### src/rtl/prog_loader_pkg.sv
// Shared definitions for the configuration-chain loader: FSM encoding and a
// constant-evaluable ceil(log2) helper used to size counters and pointers.
package prog_loader_pkg;

    typedef enum logic [1:0] {
        ST_IDLE  = 2'd0,
        ST_FILL  = 2'd1,
        ST_SHIFT = 2'd2,
        ST_LATCH = 2'd3
    } state_t;

    function automatic int clog2(input int value);
        int result;
        int rem;
        result = 32'sd0;
        rem    = value - 32'sd1;
        while (rem > 32'sd0) begin
            result = result + 32'sd1;
            rem    = rem >>> 32'sd1;
        end
        return result;
    endfunction

endpackage

### src/rtl/prog_loader_if.sv
// Host-side bitstream word stream: valid/ready handshake carrying one word.
interface prog_loader_if #(
    parameter int WORD_W = 8
) ();
    logic [WORD_W-1:0] data_in;
    logic              data_valid;
    logic              data_ready;

    modport master (output data_in, output data_valid, input data_ready);
    modport slave  (input data_in, input data_valid, output data_ready);
endinterface

### src/rtl/prog_word_fifo.sv
// Synchronous word prefetch FIFO; pop_data shows the head word while not empty.
module prog_word_fifo
    import prog_loader_pkg::*;
#(
    parameter int WORD_W     = 8,
    parameter int FIFO_DEPTH = 4
) (
    input  logic              prog_clk,
    input  logic              prog_rst,
    input  logic              push,
    input  logic [WORD_W-1:0] push_data,
    input  logic              pop,
    output logic [WORD_W-1:0] pop_data,
    output logic              full,
    output logic              empty
);
    localparam int AW = clog2(FIFO_DEPTH);
    localparam int CW = clog2(FIFO_DEPTH + 1);
    localparam logic [CW-1:0] DEPTH_C = CW'(FIFO_DEPTH);

    logic [WORD_W-1:0] mem_r [FIFO_DEPTH];
    logic [AW-1:0]     wr_ptr_r;
    logic [AW-1:0]     rd_ptr_r;
    logic [CW-1:0]     count_r;
    logic              push_en_s;
    logic              pop_en_s;

    assign full      = (count_r == DEPTH_C);
    assign empty     = (count_r == CW'(0));
    assign push_en_s = push && !full;
    assign pop_en_s  = pop && !empty;
    assign pop_data  = mem_r[rd_ptr_r];

    // Word storage write port
    always_ff @(posedge prog_clk) begin
        if (push_en_s) begin
            mem_r[wr_ptr_r] <= push_data;
        end
    end

    // Pointers and occupancy; pointers wrap naturally on the power-of-two depth
    always_ff @(posedge prog_clk) begin
        if (prog_rst) begin
            wr_ptr_r <= AW'(0);
            rd_ptr_r <= AW'(0);
            count_r  <= CW'(0);
        end else begin
            if (push_en_s) begin
                wr_ptr_r <= wr_ptr_r + AW'(1);
            end
            if (pop_en_s) begin
                rd_ptr_r <= rd_ptr_r + AW'(1);
            end
            case ({push_en_s, pop_en_s})
                2'b10:   count_r <= count_r + CW'(1);
                2'b01:   count_r <= count_r - CW'(1);
                default: count_r <= count_r;
            endcase
        end
    end
endmodule

### src/rtl/prog_loader.sv
// Streams host bitstream words MSB-first into a TOTAL_BITS configuration chain,
// then drops prog_en to latch it; FIFO underflow pads with zeros and flags error.
module prog_loader
    import prog_loader_pkg::*;
#(
    parameter int TOTAL_BITS = 1000,
    parameter int WORD_W     = 8,
    parameter int FIFO_DEPTH = 4
) (
    input  logic          prog_clk,
    input  logic          prog_rst,
    input  logic          start,
    prog_loader_if.slave  host,
    output logic          prog_in,
    output logic          prog_en,
    output logic          busy,
    output logic          done,
    output logic          error
);
    localparam int CNT_W = clog2(TOTAL_BITS + 1);
    localparam int WB_W  = clog2(WORD_W);
    localparam logic [CNT_W-1:0] LAST_BIT = CNT_W'(TOTAL_BITS - 1);
    localparam logic [WB_W-1:0]  WB_LAST  = WB_W'(WORD_W - 1);

    state_t            state_r, state_s;
    logic [WORD_W-1:0] word_r;
    logic [CNT_W-1:0]  bit_cnt_r;
    logic [WB_W-1:0]   wb_cnt_r;
    logic              uf_r;
    logic              prog_in_r, prog_en_r, busy_r, done_r, error_r;
    logic              prog_in_s, prog_en_s, busy_s, done_s, error_s;
    logic              pop_s, uf_set_s, boundary_s, last_bit_s, push_s;
    logic [WORD_W-1:0] fifo_rd_s;
    logic              fifo_full_s, fifo_empty_s;

    assign host.data_ready = !fifo_full_s;
    assign push_s          = host.data_valid && !fifo_full_s;
    assign boundary_s      = (wb_cnt_r == WB_LAST);
    assign last_bit_s      = (bit_cnt_r == LAST_BIT);

    prog_word_fifo #(
        .WORD_W     (WORD_W),
        .FIFO_DEPTH (FIFO_DEPTH)
    ) u_fifo (
        .prog_clk  (prog_clk),
        .prog_rst  (prog_rst),
        .push      (push_s),
        .push_data (host.data_in),
        .pop       (pop_s),
        .pop_data  (fifo_rd_s),
        .full      (fifo_full_s),
        .empty     (fifo_empty_s)
    );

    // FSM state register
    always_ff @(posedge prog_clk) begin
        if (prog_rst) begin
            state_r <= ST_IDLE;
        end else begin
            state_r <= state_s;
        end
    end

    // FSM next-state logic
    always_comb begin
        state_s = state_r;
        case (state_r)
            ST_IDLE:  if (start) state_s = ST_FILL; else state_s = ST_IDLE;
            ST_FILL:  if (!fifo_empty_s) state_s = ST_SHIFT; else state_s = ST_FILL;
            ST_SHIFT: if (last_bit_s) state_s = ST_LATCH; else state_s = ST_SHIFT;
            ST_LATCH: state_s = ST_IDLE;
            default:  state_s = ST_IDLE;
        endcase
    end

    // FSM outputs: next values of the registered pins plus FIFO pop/underflow strobes
    always_comb begin
        prog_en_s = 1'b0;
        prog_in_s = 1'b0;
        busy_s    = 1'b1;
        done_s    = 1'b0;
        error_s   = error_r;
        pop_s     = 1'b0;
        uf_set_s  = 1'b0;
        case (state_r)
            ST_IDLE: begin
                busy_s  = start;
                error_s = start ? 1'b0 : error_r;
            end
            ST_FILL: begin
                pop_s = !fifo_empty_s;
            end
            ST_SHIFT: begin
                prog_en_s = 1'b1;
                prog_in_s = uf_r ? 1'b0 : word_r[WORD_W-1];
                // Refill at each word boundary so the next word's MSB follows without a gap
                if (boundary_s && !last_bit_s && !uf_r) begin
                    pop_s    = !fifo_empty_s;
                    uf_set_s = fifo_empty_s;
                end else begin
                    pop_s    = 1'b0;
                    uf_set_s = 1'b0;
                end
                error_s = error_r | uf_set_s;
            end
            ST_LATCH: begin
                done_s = 1'b1;
            end
            default: begin
                busy_s = 1'b0;
            end
        endcase
    end

    // Registered output pins
    always_ff @(posedge prog_clk) begin
        if (prog_rst) begin
            prog_en_r <= 1'b0;
            prog_in_r <= 1'b0;
            busy_r    <= 1'b0;
            done_r    <= 1'b0;
            error_r   <= 1'b0;
        end else begin
            prog_en_r <= prog_en_s;
            prog_in_r <= prog_in_s;
            busy_r    <= busy_s;
            done_r    <= done_s;
            error_r   <= error_s;
        end
    end

    // Word shift register, bit counters and underflow flag
    always_ff @(posedge prog_clk) begin
        if (prog_rst) begin
            word_r    <= '0;
            bit_cnt_r <= CNT_W'(0);
            wb_cnt_r  <= WB_W'(0);
            uf_r      <= 1'b0;
        end else begin
            case (state_r)
                ST_IDLE: begin
                    if (start) begin
                        uf_r <= 1'b0;
                    end
                end
                ST_FILL: begin
                    word_r    <= fifo_rd_s;
                    bit_cnt_r <= CNT_W'(0);
                    wb_cnt_r  <= WB_W'(0);
                end
                ST_SHIFT: begin
                    bit_cnt_r <= bit_cnt_r + CNT_W'(1);
                    if (boundary_s) begin
                        wb_cnt_r <= WB_W'(0);
                        word_r   <= pop_s ? fifo_rd_s : {word_r[WORD_W-2:0], 1'b0};
                    end else begin
                        wb_cnt_r <= wb_cnt_r + WB_W'(1);
                        word_r   <= {word_r[WORD_W-2:0], 1'b0};
                    end
                    if (uf_set_s) begin
                        uf_r <= 1'b1;
                    end
                end
                default: begin
                    word_r <= word_r;
                end
            endcase
        end
    end

    assign prog_in = prog_in_r;
    assign prog_en = prog_en_r;
    assign busy    = busy_r;
    assign done    = done_r;
    assign error   = error_r;
endmodule

### src/flat_wrapper.sv
// flat-port wrapper written by rule: the top's interface ports become plain ports
module prog_loader_flat import prog_loader_pkg::*;
#(
    parameter int TOTAL_BITS = 1000,
    parameter int WORD_W     = 8,
    parameter int FIFO_DEPTH = 4
)
  (prog_clk, prog_rst, start, prog_in, prog_en, busy, done, error, host_data_in, host_data_valid, host_data_ready);
  prog_loader_if #(.WORD_W(WORD_W)) host_i ();
  input  logic prog_clk;
  input  logic prog_rst;
  input  logic start;
  output logic prog_in;
  output logic prog_en;
  output logic busy;
  output logic done;
  output logic error;
  input wire logic [$bits(host_i.data_in)-1:0] host_data_in;
  input wire logic [$bits(host_i.data_valid)-1:0] host_data_valid;
  output wire logic [$bits(host_i.data_ready)-1:0] host_data_ready;
  assign host_i.data_in = host_data_in;
  assign host_i.data_valid = host_data_valid;
  assign host_data_ready = host_i.data_ready;
  prog_loader #(.TOTAL_BITS(TOTAL_BITS), .WORD_W(WORD_W), .FIFO_DEPTH(FIFO_DEPTH)) u_core (.prog_clk(prog_clk), .prog_rst(prog_rst), .start(start), .host(host_i), .prog_in(prog_in), .prog_en(prog_en), .busy(busy), .done(done), .error(error));
endmodule
### config.mk
export PLATFORM = sky130hd
export DESIGN_NAME = prog_loader_flat
export DESIGN_NICKNAME = d
export VERILOG_FILES = /design/src/rtl/prog_loader_pkg.sv /design/src/rtl/prog_loader_if.sv /design/src/rtl/prog_word_fifo.sv /design/src/rtl/prog_loader.sv /design/src/flat_wrapper.sv
export SDC_FILE = /design/constraint.sdc
export NUM_CORES = 1
export LEC_CHECK = 0
export BUFFER_PORTS_ARGS = -buffer_cell sky130_fd_sc_hd__buf_4
export CAP_MARGIN = 25
export CORE_MARGIN = 4
export CORE_UTILIZATION = 50
export CTS_BUF_LIST = sky130_fd_sc_hd__clkbuf_4 sky130_fd_sc_hd__clkbuf_8
export DETAILED_ROUTE_END_ITERATION = 6
export PLACE_DENSITY = 0.75
export SLEW_MARGIN = 20
export SYNTH_ARGS = -nofsm -noshare
export SYNTH_HDL_FRONTEND = slang
export SYNTH_SLANG_ARGS = --single-unit
### constraint.sdc
create_clock -name prog_clk -period 3.04 [get_ports prog_clk]
set_input_delay 0.304 -clock prog_clk [delete_from_list [all_inputs] [get_ports prog_clk]]
set_output_delay 0.304 -clock prog_clk [all_outputs]
set_load 0.005 [all_outputs]
# Yosys cells after proc, flatten, opt, wreduce, memory -nomap -nowiden
# Memories as Yosys holds them, arrays and structs flattened. A register that Yosys moved wholly into a read port is not among the register bits.
# Cells that the tools add are included.
[op_classes] n_addsub=6 eq_ne=10 n_mux=27 n_bitwise=2 n_reduce_logical=17
[ops] op="case mux 10 bit (2 select lines)" count=1
[ops] op="2-to-1 mux 8 bit" count=2
[ops] op="case mux 8 bit (2 select lines)" count=1
[ops] op="2-to-1 mux 1 bit" count=13
[ops] op="case mux 3 bit (2 select lines)" count=2
[ops] op="adder 10 x 1 -> 10 bit, second input constant" count=1
[ops] op="equality test 10 bit, second input constant" count=1
[ops] op="case mux 2 bit (4 select lines)" count=1
[ops] op="adder 3 x 1 -> 3 bit, second input constant" count=2
[ops] op="equality test 2 bit, second input constant" count=3
[ops] op="equality test 3 bit, second input constant" count=2
[ops] op="2-to-1 mux 2 bit" count=3
[ops] op="case mux 1 bit (2 select lines)" count=3
[ops] op="nonzero test 2 bit" count=3
[ops] op="logical AND 1 bit" count=5
[ops] op="adder 2 x 1 -> 2 bit, second input constant" count=2
[ops] op="equality test 2 x 1 -> 1 bit, second input constant" count=2
[ops] op="zero test 1 bit" count=4
[ops] op="zero test 3 bit" count=1
[ops] op="2-to-1 mux 3 bit" count=1
[ops] op="AND reduction 3 bit" count=1
[ops] op="OR reduction 3 bit" count=1
[ops] op="subtractor 3 x 1 -> 3 bit, second input constant" count=1
[ops] op="zero test 2 bit" count=1
[ops] op="5 further kinds" count=5
[word_totals] register_bits=36 mem_bits_rw=32 in_bits=12 output_inout_bits=6 mem_count=1
[mem_list] memory="u_core.u_fifo.mem_r" depth=4 word_bits=8 rd=1 rd_ports_with_merged_regs=1 write_ports=1 line="prog_word_fifo.sv:21" text="logic [WORD_W-1:0] mem_r [FIFO_DEPTH];"

# Logic depth before layout (Yosys ltp)
[depth] depth_word=9 depth_mapped=12

# Hierarchy
# A second synthesis with hierarchy kept.
[unflattened] hier_cells=251 area_unflattened_um2=2985.4
[modules_own_cells] mod="prog_word_fifo" n_inst=1 cells_each=96 area_per_inst_um2=1635.3 seq_area_each_um2=1141.1
[modules_own_cells] mod="prog_loader" n_inst=1 cells_each=155 area_per_inst_um2=1350.0 seq_area_each_um2=580.6

# Worst setup path after synthesis
# No wires, ideal clock.
[synth_timing] path_kind="register to register" from="register u_core.wb_cnt_r[0]" to="register u_core.u_fifo.count_r[2]" setup_ps=71 t_arrival_ps=2497 slack_ps=473 path_stages_with_launch=12 path_buffers=0 path_cell_list="dfxtp_1 > ha_1 > ha_1 > and2b_2 > nand2b_1 > o31ai_1 > ha_1 > inv_1 > fa_1 > xor2_1 > or3_1 > a21oi_1"
[synth_between] elab_chain_cells=8
[synth_rtl] element="from (decl)" line="prog_loader.sv:28" text="logic [WB_W-1:0] wb_cnt_r;"
[synth_rtl] element="from (signal assigned)" line="prog_loader.sv:157" text="wb_cnt_r <= wb_cnt_r + WB_W'(1);"
[synth_rtl] element="equality test 3 bit (*)" line="prog_loader.sv:38" text="assign boundary_s = (wb_cnt_r == WB_LAST);"
[synth_rtl] element="logical AND 1 bit (*) (2 in a row)" line="prog_loader.sv:97" text="if (boundary_s && !last_bit_s && !uf_r) begin"
[synth_rtl] element="2-to-1 mux 1 bit (*)" line="prog_loader.sv:97"
[synth_rtl] element="case mux 1 bit (2 select lines) (*)" line="prog_loader.sv:85" text="case (state_r)"
[synth_rtl] element="logical AND 1 bit (*)" line="prog_word_fifo.sv:31" text="assign pop_en_s = pop && !empty;"
[synth_rtl] element="via u_core.u_fifo.pop_en_s" line="prog_word_fifo.sv:26" text="logic pop_en_s;"
[synth_rtl] element="equality test 2 x 1 -> 1 bit or equality test 2 bit (tied branches)" line="prog_word_fifo.sv:54" text="case ({push_en_s, pop_en_s})"
[synth_rtl] element="case mux 3 bit (2 select lines) or nonzero test 2 bit (tied branches)"
[synth_rtl] element="to (signal assigned)" line="prog_word_fifo.sv:55" text="2'b10: count_r <= count_r + CW'(1);"
[synth_rtl] element="to (signal assigned)" line="prog_word_fifo.sv:56" text="2'b01: count_r <= count_r - CW'(1);"
[synth_rtl] element="to (signal assigned)" line="prog_word_fifo.sv:57" text="default: count_r <= count_r;"
[synth_rtl] element="to (decl)" line="prog_word_fifo.sv:24" text="logic [CW-1:0] count_r;"
# The timed path passes the listed nets; every way through them passes the cells marked *.
# A chain may end at the register's enable or synchronous reset.

# Worst setup path after layout
# Ends and elaborated chain as after synthesis.

==> results.md <==
- Run status: completed
- Library cell used as clock root buffer: clkbuf_8
- Critical path capture point type: register
- Post-Synthesis Cells: between 200 and 250
- Post-detailed-route count of antenna-violating nets: 0
- Routed WL per cell: 14.3 microns
- Min cycle time layout: 2770 ps
- Global Route Usage Sum: 0.150
- Average instance area after synthesis: 12.8 sq um
- Routed via count: 1751
- Detailed Routing Iterations Pass 1: 4
- Unrepaired setup endpoints after global routing: no
- Capturing point of the worst reg2reg path: u_core.u_fifo.count_r[2]
- Syn-to-layout area delta: 11.5%
- Fill count: 482
- Yosys reg bits: 70
- EDFF count, synth: 32
- Static Leakage: 1.23 nW
- Max clock buf depth: 2
- Sequence of cells on the critical path: ha_1 > ha_1 > and2b_2 > nand2b_1 > o31ai_2 > ha_1 > inv_1 > fa_1 > xor2_1 > or3_1 > a21oi_1
- YS warnings: 0
- Cell count of the worst hold path: 1
- Worst reg2reg setup slack: 270 ps
- Hold EP: u_core.u_fifo.mem_r[3][2]
- Sinks on Clock Net: 70
- HPWL reported at the end of detailed placement: 3.23 mm
- Number of buffer and inverter stages on the critical path: 1
- Synth top area share: 0.319
- Launch point of the critical path: u_core.wb_cnt_r[0]
- R2r startpoint: u_core.wb_cnt_r[0]
- Maximum fanout along the worst path: 5
- Net count after synthesis: 261
- CTS tree: done
- CP delay by family, top: adder cells
- Worst rel slew slack: 0.641
- Hold violation total from the final report: 0
- Async set-reset flop share out of synthesis: 0
- Total negative slack for setup checks: 0 ps
- Pins over their slew limit: 0
- First-pass GRT wire length: 8.40 mm
- Grt ovf: 0
- Slowest cell on crit path: fa_1
- Largest stage delay on the critical path: approximately 430 ps
- Period utilization: 0.912
- Max cap viols: 0
- Multi-input combinational cell area: 1140 sq um
- Via count of the first global-routing pass: 1771
- Worst hold start: host_data_in[2]
- Post-route worst setup slack: 268 ps
- Area of the placeable core: 5890 sq um
- Maximum resistive drop on vdd: 0.333 mV
- Number of nets in the final layout: between 200 and 300
- Die footprint: around 7300 sq um
- Routed wire length: between 4 and 5 mm
- Type of the worst min-delay path: input pin to register
- Number of violations reported at the end of detailed-routing iteration 0: between 60 and 70
- Chip Height: 85.6 microns
- Row cnt: 28
- Fraction of layout instances using a drive strength above 1: 0.185
- Final weighted congestion in routability-driven placement: 0.861
- Start-to-end type of the worst setup path: register to register
- I/O pin total: 18
- Setup slack at placement: 202 ps
- Maximum operating frequency: 0.361 GHz
- Worst path arrival time: 3040 ps
- Worst-Skew Late Latency: 340 ps
- Post-synthesis cell type with the largest combined area: edfxtp_1
- Depth of the most critical reg-to-reg path: 11
- Final Skew: 7.11 ps
- Starting Density: 0.512
- Required time of the critical path: 3310 ps
- Dominant cell type by count on the critical path: ha_1
- Antenna violations before repair: 0
- Sequential cell area fraction in the yosys report: 0.572
- Die span in x: between 80 and 90 microns
- Largest net degree at the start of global routing: 33
- Storage cell area: 1720 sq um
- TritonCTS Buffers: 9
- CTS HTree Levels: 3
- Ys flop type: dfxtp_1
- Tightest Pin Transition: 538 ps
- Endpoints failing setup: 0
- Clock-pin slew on the worst setup and hold paths: 70 ps
- Antenna diode instance count: 0
- Cell Area, Synth: 3010 sq um
- PD cells: 604 nW/um^2
- Startpoint types: register
- Post-detailed-route DRC marker count: 0
- Number of port buffers: 17
- Leading post-synthesis cells by cell area: edfxtp_1 (32%), dfxtp_1 (25%), mux4_2 (6.0%)
- Post-detailed-route via-to-cell ratio: 5.24
- Post-CTS Hold Fix Bufs: 0
- Count of cell types in the netlist: between 40 and 50
==> layout by cell type (no fill, tap or decap), drive strengths merged, types with 2 or more instances in the layout <==
| cell | count |
|---|---|
| dfxtp | 38 |
| nor2 | 21 |
| edfxtp | 32 |
| clkinvlp | 3 |
| o21ai | 3 |
| nand4 | 6 |
| inv | 10 |
| nand2b | 6 |
| and3 | 6 |
| nand3 | 6 |
| buf | 19 |
| ha | 12 |
| or3 | 4 |
| nand3b | 3 |
| a211oi | 7 |
| nor3 | 4 |
| bufinv | 2 |
| nor2b | 2 |
| a21oi | 12 |
| clkbuf | 10 |
| o21a | 4 |
| mux2i | 9 |
| xnor2 | 2 |
| xor2 | 8 |
| nand2 | 9 |
| mux4 | 8 |
==> logic make-up after synthesis <==
group / share of synthesized area
flip-flops: 0.572
AO/OA/AOI/OAI: 0.0686
multiplexers: 0.0897
buffers and inverters: 0.0503
AND/OR/NAND/NOR: 0.134
adder cells (fa/ha/maj): 0.0565
XOR/XNOR: 0.0291
==> state kept, by name, summed over array words and instances, names as in the netlist, named ones only <==
register and flops:
u_core.bit_cnt_r 10, u_core.busy 1, u_core.done 1, u_core.error 1, u_core.prog_en 1, u_core.prog_in 1, u_core.state_r 1, u_core.u_fifo.count_r 3
u_core.u_fifo.mem_r 32, u_core.u_fifo.rd_ptr_r 2, u_core.u_fifo.wr_ptr_r 2, u_core.uf_r 1, u_core.wb_cnt_r 3, u_core.word_r 8
==> per-stage QoR <==
step / area [sq um] / std cells / hold slack (ps) / power [mW] / util
finish: 3360 / 334 / 161 / 2.03 / 0.571
global route: 3360 / 334 / 141 / 2.11 / 0.571
CTS: 3350 / 334 / 141 / 2.05 / 0.570
detailed placement: 3130 / 318 / 459 / 1.25 / 0.533
global placement: 3130 / 318 / 456 / 1.24 / 0.533
floorplan: 3010 / 236 / 403 / 1.22 / -
==> area by class of cell <==
class,instances,share of cell area
Inverter,10,0.0112
Tap cell,75,0.0279
Clock inverter,6,0.0261
Timing Repair Buffer,19,0.0425
Sequential cell,70,0.513
Multi-Input combinational cell,144,0.341
Clock buffer,10,0.0391
==> cell usage after synthesis, types with 3 or more instances <==
master / count
o21a_1: 4
nand3b_1: 3
a211oi_1: 7
o21ai_0: 3
nand4_1: 5
and3_1: 5
nand2_1: 9
or3_1: 4
nor3_1: 3
ha_1: 12
nand2b_1: 6
dfxtp_1: 38
mux2i_1: 9
edfxtp_1: 32
a21oi_1: 12
nor2_1: 21
buf_6: 8
nand3_1: 6
xor2_1: 8
inv_1: 10
mux4_2: 8
==> worst max path at each step <==
stage	slack, ps	end	depth (start not counted)
floorplan	470	u_core.u_fifo.count_r[2]	11
global placement	330	u_core.u_fifo.count_r[2]	11
detailed placement	200	u_core.u_fifo.count_r[2]	11
CTS	120	u_core.u_fifo.count_r[2]	11
global route	100	u_core.u_fifo.count_r[2]	11
finish	270	u_core.u_fifo.count_r[2]	11
==> metal layers <==
layer	global-route usage	share of wire	vias to the layer above
met1	0.195	0.46	831
met3	0.0432	0.030	11
met4	0.0777	0.024	0
met5	0	0	-
met2	0.229	0.49	21
li1	-	-	888
==> repair_timing <==
action                                 4_1_cts  5_1_grt
endpoints found under the hold margin        0        0
resized for setup                            0        1
buffers inserted                             0        0
setup endpoints to repair                    0        1
==> where the power goes <==
group          leakage (nW)  internal (mW)  switching [mW]
Clock                 0.102          0.469           0.334
Combinational         0.520         0.0729          0.0958
Sequential            0.603           1.03          0.0240
Total                  1.23           1.57           0.454
Note: power is estimated with default switching activity, not from simulation.
